$ cat config.mk
export PLATFORM = sky130hd
export DESIGN_NAME = graph_ram_scheduler
export DESIGN_NICKNAME = d
export VERILOG_FILES = /design/src/rtl/graph_ram_scheduler.sv
export SDC_FILE = /design/constraint.sdc
export NUM_CORES = 1
export LEC_CHECK = 0
export BUFFER_PORTS_ARGS = -buffer_cell sky130_fd_sc_hd__buf_2
export CAP_MARGIN = 30
export CORE_ASPECT_RATIO = 0.7
export CORE_MARGIN = 1.5
export CORE_UTILIZATION = 30
export DETAILED_ROUTE_END_ITERATION = 10
export GPL_ROUTABILITY_DRIVEN = 0
export SLEW_MARGIN = 5
export SYNTH_ARGS = -nofsm -noshare
export SYNTH_HDL_FRONTEND = slang
export SYNTH_SLANG_ARGS = --single-unit
$ cat constraint.sdc
create_clock -name i_clk -period 3.65 [get_ports i_clk]
set_input_delay 0.365 -clock i_clk [delete_from_list [all_inputs] [get_ports i_clk]]
set_output_delay 0.365 -clock i_clk [all_outputs]
set_load 0.01 [all_outputs]
$ cat src/rtl/graph_ram_scheduler.sv
// graph_ram_scheduler: clears, erases and plots the 1-bit speed-graph frame RAM,
// handing the RAM port to the VGA scan whenever it is reading.
module graph_ram_scheduler #(
    parameter int WIDTH  = 300,
    parameter int HEIGHT = 100,
    parameter int ADDR_W = 15
) (
    input  logic              i_clk,
    input  logic              i_rst_n,
    input  logic              i_sample_valid,
    input  logic [15:0]       i_sample_value,
    output logic              o_sample_ready,
    output logic              o_overrun,
    output logic [ADDR_W-1:0] o_column,
    input  logic              i_vga_active,
    input  logic [ADDR_W-1:0] i_vga_addr,
    output logic              o_vga_pixel,
    output logic [ADDR_W-1:0] o_ram_addr,
    output logic              o_ram_we,
    output logic              o_ram_din,
    input  logic              i_ram_dout
);
    typedef enum logic [1:0] {INIT, IDLE, ERASE, PLOT} state_t;
    localparam logic [ADDR_W-1:0] A_ONE   = ADDR_W'(1);
    localparam logic [ADDR_W-1:0] A_LAST  = ADDR_W'(WIDTH * HEIGHT - 1);
    localparam logic [ADDR_W-1:0] A_WIDTH = ADDR_W'(WIDTH);
    localparam logic [ADDR_W-1:0] A_WLAST = ADDR_W'(WIDTH - 1);
    localparam logic [ADDR_W-1:0] A_HLAST = ADDR_W'(HEIGHT - 1);
    localparam logic [15:0]       V_HLAST = 16'(HEIGHT - 1);
    state_t            r_state;
    logic [ADDR_W-1:0] r_col;
    logic [ADDR_W-1:0] r_row;
    logic [ADDR_W-1:0] r_row_base;
    logic [ADDR_W-1:0] r_target;
    logic [ADDR_W-1:0] r_plot_base;
    logic              r_overrun;
    logic              r_rd_q;
    logic              r_pixel;
    logic              w_slot;
    logic [ADDR_W-1:0] w_waddr;
    // INIT walks row_base linearly over the whole frame; ERASE steps it by WIDTH
    assign w_slot  = i_rst_n && !i_vga_active && (r_state != IDLE);
    assign w_waddr = (r_state == PLOT ? r_plot_base : r_row_base) + (r_state == INIT ? '0 : r_col);
    assign o_ram_we       = w_slot;
    assign o_ram_addr     = !i_rst_n ? '0 : i_vga_active ? i_vga_addr : w_waddr;
    assign o_ram_din      = (r_state == PLOT);
    assign o_sample_ready = (r_state == IDLE);
    assign o_overrun      = r_overrun;
    assign o_column       = r_col;
    assign o_vga_pixel    = r_pixel;
    always_ff @(posedge i_clk or negedge i_rst_n) begin
        if (!i_rst_n) begin
            r_state     <= INIT;
            r_col       <= '0;
            r_row       <= '0;
            r_row_base  <= '0;
            r_target    <= '0;
            r_plot_base <= '0;
            r_overrun   <= 1'b0;
            r_rd_q      <= 1'b0;
            r_pixel     <= 1'b0;
        end else begin
            r_overrun <= i_sample_valid && (r_state != IDLE);
            r_rd_q    <= i_vga_active;
            r_pixel   <= i_ram_dout && r_rd_q;
            unique case (r_state)
                INIT: if (w_slot) begin
                    r_row_base <= (r_row_base == A_LAST) ? '0 : r_row_base + A_ONE;
                    if (r_row_base == A_LAST) r_state <= IDLE;
                end
                IDLE: if (i_sample_valid) begin
                    r_target   <= ADDR_W'(V_HLAST - (i_sample_value > V_HLAST ? V_HLAST : i_sample_value));
                    r_row      <= '0;
                    r_row_base <= '0;
                    r_state    <= ERASE;
                end
                // the erase sweep passes the target row, so its base is captured on the way
                ERASE: if (w_slot) begin
                    if (r_row == r_target) r_plot_base <= r_row_base;
                    r_row      <= r_row + A_ONE;
                    r_row_base <= r_row_base + A_WIDTH;
                    if (r_row == A_HLAST) r_state <= PLOT;
                end
                PLOT: if (w_slot) begin
                    r_col   <= (r_col == A_WLAST) ? '0 : r_col + A_ONE;
                    r_state <= IDLE;
                end
                default: r_state <= INIT;
            endcase
        end
    end
endmodule

Yosys cells after proc, flatten, opt, wreduce, memory -nomap -nowiden. Index checks and enable logic that the tools add are counted.

$add $sub $neg: 6. $mul: 0. Div/mod/pow operators: 0. Magnitude comparators: 1. Equality and inequality tests: 14. Shifts and indexed selects: 0. Multiplexer cells: 20. Bitwise gates (word level): 0. Reductions and logical operators: 14.

Operators by type and width (count): $mux W15 (11); $add A15 B1 Y15 const B (3); $pmux W15 S3 (1); $pmux W15 S2 (1); $gt A16 B7 Y1 const B (1); $add A15 B15 Y15 (1); $add A15 B9 Y15 const B (1); $eq A15 B15 Y1 (1); $eq A15 B15 Y1 const B (1); $eq A15 B7 Y1 const B (1); $eq A15 B9 Y1 const B (1); $sub A7 B15 Y15 const A (1); $mux W2 (6); $ne A2 B2 Y1 const B (5); $pmux W2 S4 (1); $reduce_and A3 Y1 (2); $reduce_and A6 Y1 (1); $eq A2 B2 Y1 const B (2); $logic_and A1 B1 Y1 (4); $ne A2 B1 Y1 const B (2); $reduce_and A2 Y1 (2); $reduce_and A4 Y1 (1); $reduce_bool A3 Y1 (1); $eq A2 B1 Y1 const B (1); other kinds (3) (3).

Register bits: 80. Bits in latches: 0. Memory bits (writable): 0. Memory bits (read-only): 0. Input port bits: 36. Output and inout port bits: 35. Logic and storage cells: 64. Memories: 0.

Logic depth before layout (Yosys ltp). Gate-level depths: netlist of run 1.

Depth after elaboration: 5. Gate-level depth with buffers: 13. Mapped depth without buffers: 11.

Worst setup path before layout of run 1. No wires, ideal clock.

Path kind: register to output. From: register r_state[0]. To: output port o_ram_addr[13]. Data arrival time: 3.243 ns. Required time: 3.285 ns. Path slack: 0.042 ns. Cell stages (with the launch flop): 12. Path buffers: 2. Cells stage by stage: dfrtp_1 > ha_1 > buf_2 > clkbuf_1 > mux2i_1 > inv_1 > ha_1 > a211oi_1 > o21bai_1 > o2111ai_2 > a2111oi_0 > a2111oi_0.

Cells in the longest elaborated chain, start to end: 5. Elaborated cells on any way between the ends: 7. Those cells by class: add/sub (1); eq/ne (1); mux (4); reduce/logical (1).

RTL lines: start: declaration (line 30) `state_t r_state;`; start signal: assignment (line 53) `r_state <= INIT;`; start signal: assignment (line 69) `if (r_row_base == A_LAST) r_state <= IDLE;`; start signal: assignment (line 75) `r_state <= ERASE;`; $eq A2 B2 Y1; net o_ram_din (line 20) `output logic o_ram_din,`; $mux W15 (line 43) `assign w_waddr = (r_state == PLOT ? r_plot_base : r_row_base) + (r_state == INIT ? '0 : r_col);`; $add A15 B15 Y15 (line 43); $mux W15 (2 in series) (line 45) `assign o_ram_addr = !i_rst_n ? '0 : i_vga_active ? i_vga_addr : w_waddr;`; end: declaration (line 18) `output logic [ADDR_W-1:0] o_ram_addr,`.

The timed path passes the listed nets, and every way through them passes these cells.

Final worst setup path of run 1.
From: register r_state[1]. To: output port o_ram_addr[12].

Cells in the longest elaborated chain, start to end: 5. Elaborated cells on any way between the ends: 7. Those cells by class: add/sub (1); eq/ne (1); mux (4); reduce/logical (1).

RTL lines (line): $eq A2 B2 Y1 or $logic_not A2 Y1 (tied branches) (43); $mux W15 (43); $add A15 B15 Y15 (*) (43); $mux W15 (*) (2 in series) (45).

Every way passes the cells marked *; elsewhere a longest branch is shown, timed or not.

==> impl_metrics.json, run 1 <==
{
  "run_status": "finished with violations",
  "failed_checks": "DRC",
  "cts_tree": "yes",
  "unrepaired_setup_endpoints_after_global_routing": "true",
  "criticalPathCategory": "reg2out",
  "antenna_cells_inserted": 0,
  "cts_buffers": 9,
  "synth_top_flop_cell": "dfrtp_1",
  "postSynthCellCount": 636,
  "syn_to_final_growth_pct": 21.40,
  "max-cap-violations": 0,
  "die_area_sq_um": 19650,
  "route.detailed.vias_per_inst": 5.293,
  "synthMuxAreaShare": 0.04724,
  "finalClockSkew_ps": 13.47,
  "hold_class": "in2async",
  "layout.area.seq_sq_um": 2002,
  "place_hpwl_um": 11510,
  "fin_total_pwr_uw": 2407,
  "dp_cells": 930,
  "route.detailed.wl_per_inst_um": 16.50,
  "layout_min_cycle_time_ps": 3598,
  "worstPathBufferInverterCount": 5,
  "critical-path-max-stage-delay_ps": 410,
  "finalNonFillerCells": 953,
  "firstDrtPassIters": 11,
  "synth_compound_area_frac": 0.2051,
  "route.final.wire_length_um": 15730,
  "setup_viol": 0,
  "synth.net_count": 699,
  "ys_seq_elements": 80,
  "static-leakage-power_uw": 0.003142,
  "fp.coreArea_sq_um": 18210,
  "drive_gt1_frac": 0.2483,
  "fp.dieW_um": 166.9,
  "critical_path_required_ps": 3280,
  "synth_adder_area_share": 0.06121,
  "worst_pin_slew_ps": 795.6,
  "synthXorXnorAreaFrac": 0.06520,
  "final_antenna_net_count": 0,
  "starting_utilization_of_the_core_area": 0.3098,
  "worst_max_slew_margin_expressed_relative_to_the_limit": 0.4679,
  "multi_input_comb_area_sq_um": 3538,
  "numPortBuffers": 70,
  "cp_max_fo": 4,
  "vdd_drop_max_mv": 0.2285,
  "maxClockFrequency_mhz": 277.9,
  "report.final.slew_viol_count": 0,
  "ioPinCount": 71,
  "grt_max_degree": 56,
  "nNetsFinal": 775,
  "synth_edf_count": 0,
  "global_route_wire_length_before_repair_um": 25350,
  "number_of_antenna_violations_at_the_first_check_in_global_routing": 0,
  "cts.sink_count": 80,
  "gr-total-overflow": 0,
  "ys_seq_area_frac": 0.3548,
  "finalCritPeriodShare": 0.9858,
  "synth.distinct_cells": 77,
  "cp_top_family": "compound AO/OA/AOI/OAI gates",
  "async_flop_share": 1.000,
  "detailroute.via_count": 5044,
  "timing.critical_path.depth": 14,
  "finalHoldViolations": 0,
  "main_combinational_cell_family_by_area_after_synthesis": "simple AND/OR/NAND/NOR gates",
  "die_h_um": 117.7,
  "critical_path.slowest_cell": "dfrtp_1",
  "mappedNetlistArea_sq_um": 5642,
  "crit_path_start_kind": "flop",
  "worstSetupEndpointType": "output pin",
  "vias_in_the_first_global_route": 4621,
  "cts_buffer_depth": 2,
  "post_cts_hold_buffer_count": 0,
  "minimum_hold_slack_ps": 161.9,
  "cts.clk_slew.worst_paths_ps": 70,
  "yosysWarnings": 0,
  "first_iter_violations": 316,
  "drc": 1,
  "grt.total_usage": 0.1617,
  "fillers": 1823,
  "std_cell_rows": 41,
  "crit_arrival_ps": 3230,
  "worstPathCellList": "buf_6 -> inv_4 -> ha_4 -> nor2b_2 -> ha_2 -> inv_2 -> fa_2 -> nand2b_4 -> a2111oi_4 -> buf_4 -> nor3_2 -> o2111a_1 -> a221o_1 -> buf_2",
  "post_synth.cell_area_avg_sq_um": 8.871,
  "setup_slack_ps": 51.89,
  "insertion_delay_ps": 350,
  "cts_htree_levels": 3,
  "fraction_of_the_mapped_netlist_area_in_simple_logic_gates": 0.2224,
  "cts.root.buffer_cell": "clkbuf_16",
  "dp_slack_ps": -34.93,
  "power_density_nw_per_um2": 351.5,
  "r2r_cells": 7
}
-- worst register-to-register path: stages (launching register included) --
cell,delay [ps]
dfrtp_1,410
buf_6,140
inv_4,50
ha_1,330
nor3b_4,420
nand2_1,170
nor3_4,700
mux2_2,430
-- power breakdown --
part	switching, uW	total (uW)	internal (uW)
Combinational	259	431	172
Clock	414	1030	614
Sequential	33.0	948	914
-- sequential cells by signal, summed over array words and instances, names as in the netlist --
register / flops
o_column: 15
o_overrun: 1
o_vga_pixel: 1
r_plot_base: 15
r_rd_q: 1
r_row: 15
r_row_base: 15
r_state: 2
r_target: 15
-- kinds of logic after synthesis --
group	count (synthesis)
flip-flops	80
AO/OA/AOI/OAI	169
XOR/XNOR	42
buffers and inverters	56
AND/OR/NAND/NOR	238
multiplexers	24
adder cells (fa/ha/maj)	27
-- path summary, 6_finish.rpt --
path / start / slack, ps / end
min reg2reg: r_rd_q$_DFF_PN0_ / 450 / o_vga_pixel$_DFF_PN0_
min: i_rst_n / 160 / r_row[3]$_DFFE_PN0P_
max: r_state[1]$_DFFE_PN0P_ / 50 / o_ram_addr[12]
max reg2reg: r_state[1]$_DFFE_PN0P_ / 880 / r_plot_base[11]$_DFFE_PN0P_
min in group i_clk: i_sample_value[0] / 200 / r_target[0]$_DFFE_PN0P_
max in group asynchronous: i_rst_n / 2370 / r_row_base[6]$_DFFE_PN0P_
-- cells in the final DEF (no fill, tap or decap), types with 4 or more instances in the layout --
cell type and n:
mux2_2 21, ha_1 21, o211ai_1 6, nor2b_1 17
and3_1 8, a21oi_1 35, o21ai_1 9, xnor2_1 18
buf_4 26, o2111ai_1 4, nand3_1 16, o22ai_1 7
a31oi_1 4, inv_1 19, nand2b_1 6, o21a_1 4
o21ai_0 44, nand2_1 73, dfrtp_1 80, a211oi_1 6
nor2_1 43, clkbuf_16 9, or4_1 4, buf_2 69
a21o_1 8, or3_1 4, and2_1 12, nor4_1 4
and4_1 4, nor3_1 12, xor2_1 24, nand4_1 10
-- stage by stage --
| step | area (sq um) | utilization | TNS, ps |
|---|---|---|---|
| 2_1_floorplan | 5642 | - | 0 |
| 3_3_place_gp | 6290 | 0.3454 | 0 |
| 3_5_place_dp | 6290 | 0.3454 | -34.93 |
| 4_1_cts | 6703 | 0.3681 | 0 |
| 5_1_grt | 6849 | 0.3761 | -25.07 |
| 6_report | 6849 | 0.3761 | 0 |
-- metal layers --
layer / part of all wire / global-route usage / routed length [um]
met1: 0.53 / 0.2557 / 8345
met2: 0.40 / 0.2197 / 6306
met3: 0.062 / 0.03564 / 974
met4: 0.0063 / 0.03068 / 99
met5: 0 / 0 / 0
-- area by class of cell --
cell class                 instances  area share
clock buffer                       9     0.03288
clock inverter                     7     0.01626
inverter                          22     0.01279
multi-input combinational        500      0.5166
sequential                        80      0.2923
tap                              236     0.04311
timing repair buffer              99     0.08604
-- cell usage after synthesis (all sizes together) (2+ instances only) --
master   instances  area share
dfrtp           80        0.35
nand2           73       0.049
o21ai           55       0.049
nor2            44       0.029
a21oi           38       0.035
ha              26       0.058
xor2            24       0.037
inv             22       0.015
mux2            21       0.042
clkbuf          19       0.013
nor2b           19       0.021
xnor2           18       0.028
nand3           16       0.014
buf             15       0.016
nor3            14       0.014
and2            13       0.014
nand4           10       0.011
a211oi           8       0.012
a21o             8       0.011
and3             8      0.0089
nand2b           7      0.0078
o22ai            7      0.0078
nor4             6       0.010
o211ai           6      0.0080
a2111oi          5      0.0091
o2111ai          5      0.0089
a31oi            4      0.0044
and4             4      0.0062
o21a             4      0.0053
o31ai            4      0.0078
o41ai            4       0.011
or3              4      0.0044
or4              4      0.0053
a221oi           3      0.0080
a22oi            3      0.0040
mux2i            3      0.0053
nor3b            3      0.0060
or4b             3      0.0053
a221o            2      0.0035
a22o             2      0.0031
nand3b           2      0.0027
nand4b           2      0.0031
nor4bb           2      0.0035
o2111a           2      0.0040
or2              2      0.0022
-- timing repair --
| action | 4_1_cts | 5_1_grt |
|---|---|---|
| resized for setup | 14 | 28 |
| gates cloned | 0 | 0 |
| setup endpoints to repair | 4 | 8 |
| pin swaps | 4 | 4 |
| endpoints found under the hold margin | 0 | 0 |
| setup buffers | 2 | 5 |
No activity file was read; power rests on OpenSTA's default activity.
==> run 2, diff against run 1 <==
==> constraint.sdc (replaced) <==
create_clock -name i_clk -period 3.6 [get_ports i_clk]
set_input_delay 0.36 -clock i_clk [delete_from_list [all_inputs] [get_ports i_clk]]
set_output_delay 0.36 -clock i_clk [all_outputs]
set_load 0.01 [all_outputs]
==> impl_metrics.json, run 2 (same netlist as run 1, synthesis figures left out) <==
{
  "hold_path_startpoint": "i_sample_value[0]",
  "worst_pin_slew_ps": 789.9,
  "route.detailed.wl_per_inst_um": 16.28,
  "gr-total-overflow": 0,
  "maxClockFrequency_mhz": 283.0,
  "route.detailed.vias_per_inst": 5.324,
  "cp-startpoint": "r_state[0]$_DFFE_PN0P_",
  "cts_buffers": 9,
  "antenna_cells_inserted": 0,
  "grt.total_usage": 0.1564,
  "cp-endpoint": "o_ram_addr[12]",
  "cp_max_fo": 6,
  "route.final.wire_length_um": 15430,
  "cts_tree": "yes",
  "run_status": "finished clean",
  "cts.clk_slew.worst_paths_ps": 70,
  "setup_slack_ps": 66.62,
  "power_density_nw_per_um2": 338.4,
  "insertion_delay_ps": 340,
  "cts_htree_levels": 3,
  "r2r_cells": 7,
  "global_route_wire_length_before_repair_um": 24670,
  "setup_viol": 0,
  "vias_in_the_first_global_route": 4560,
  "place_hpwl_um": 11380,
  "max-cap-violations": 0,
  "top_library_cells_by_usage_in_the_layout_fill_and_taps_aside": "dfrtp_1, nand2_1, buf_2",
  "finalClockSkew_ps": 15.28,
  "layout_commonest_cell": "dfrtp_1",
  "starting_utilization_of_the_core_area": 0.3098,
  "criticalPathCategory": "reg2out",
  "finalHoldViolations": 0,
  "fp.dieW_um": 166.9,
  "drive_gt1_frac": 0.2388,
  "hold_class": "in2reg",
  "critical_path_required_ps": 3240,
  "final_antenna_net_count": 0,
  "cts_buffer_depth": 2,
  "die_area_sq_um": 19650,
  "fp.coreArea_sq_um": 18210,
  "worst_max_slew_margin_expressed_relative_to_the_limit": 0.4717,
  "die_h_um": 117.7,
  "firstDrtPassIters": 5,
  "first_iter_violations": 497,
  "reg2reg_to": "r_plot_base[2]$_DFFE_PN0P_",
  "layout_min_cycle_time_ps": 3533,
  "syn_to_final_growth_pct": 20.78,
  "cts.sink_count": 80,
  "report.final.slew_viol_count": 0,
  "unrepaired_setup_endpoints_after_global_routing": "true",
  "nNetsFinal": 772,
  "crit_path_start_kind": "flop",
  "drc": 0,
  "static-leakage-power_uw": 0.003100,
  "grt_max_degree": 46,
  "dp_slack_ps": 102.4,
  "vdd_drop_max_mv": 0.1878,
  "worstSetupEndpointType": "output pin",
  "minimum_hold_slack_ps": 200.4,
  "std_cell_rows": 41,
  "worst-r2r-setup-slack_ps": 940,
  "number_of_antenna_violations_at_the_first_check_in_global_routing": 0,
  "worstReg2RegStart": "r_state[1]$_DFFE_PN0P_",
  "finalCritPeriodShare": 0.9815,
  "cts.root.buffer_cell": "clkbuf_16",
  "ioPinCount": 71,
  "numPortBuffers": 70,
  "crit_arrival_ps": 3170,
  "detailroute.via_count": 5047
}
[run 2: how the worst min path moves through the flow]
stage	cells past startpoint	slack, ps	to
6_report	2	200	r_target[0]$_DFFE_PN0P_
5_1_grt	2	200	r_target[0]$_DFFE_PN0P_
4_1_cts	2	190	r_target[0]$_DFFE_PN0P_
3_5_place_dp	1	340	r_state[1]$_DFFE_PN0P_
3_3_place_gp	1	340	r_state[1]$_DFFE_PN0P_
2_1_floorplan	0	60	o_column[0]$_DFFE_PN0P_
[run 2: report_power, final]
group,switching (uW),internal [uW]
logic,248,166
registers,45.1,928
clock network,367,551
total,661,1640
[run 2: cell type report]
class,count,area (sq um)
Inverter,22,82.58
Tap cell,236,295.3
Multi-Input combinational cell,500,3555
Sequential cell,80,2004
Timing Repair Buffer,96,584.3
Fill cell,1848,11400
Clock inverter,4,53.80
Clock buffer,10,239.0
[run 2: through the flow]
stage          instance area [sq um]  cells  power (uW)  setup TNS, ps    util
2_1_floorplan                   5643    636        1227              0       -
3_3_place_gp                    6284    929        1370              0  0.3450
3_5_place_dp                    6284    929        1372              0  0.3450
4_1_cts                         6659    944        2307         -21.20  0.3656
5_1_grt                         6814    948        2414         -79.38  0.3742
6_report                        6814    948        2306              0  0.3742
[run 2: what timing repair did]
action	4_1_cts	5_1_grt
resized for setup	16	21
endpoints found under the hold margin	25	0
pin swaps	0	8
gates cloned	0	1
hold buffers	1	0
buffers inserted	0	3
endpoints found under the setup margin	7	5
[run 2: critical path, stage by stage (launching register included)]
cell,delay (ps)
dfrtp_2,460
ha_4,210
mux2_4,210
ha_4,150
inv_2,40
fa_2,380
nand2b_4,180
a2111oi_4,320
buf_4,180
nor3_2,50
o2111a_1,250
a221o_1,260
buf_2,140
[run 2: metal layers]
layer | up-vias | track usage | wire (um) | share of wire
met4 | 0 | 0.02386 | 52 | 0.0034
met5 | - | 0 | 0 | 0
met3 | 8 | 0.03396 | 986 | 0.064
met1 | 2426 | 0.2516 | 8156 | 0.53
li1 | 2433 | - | - | -
met2 | 180 | 0.2105 | 6235 | 0.40
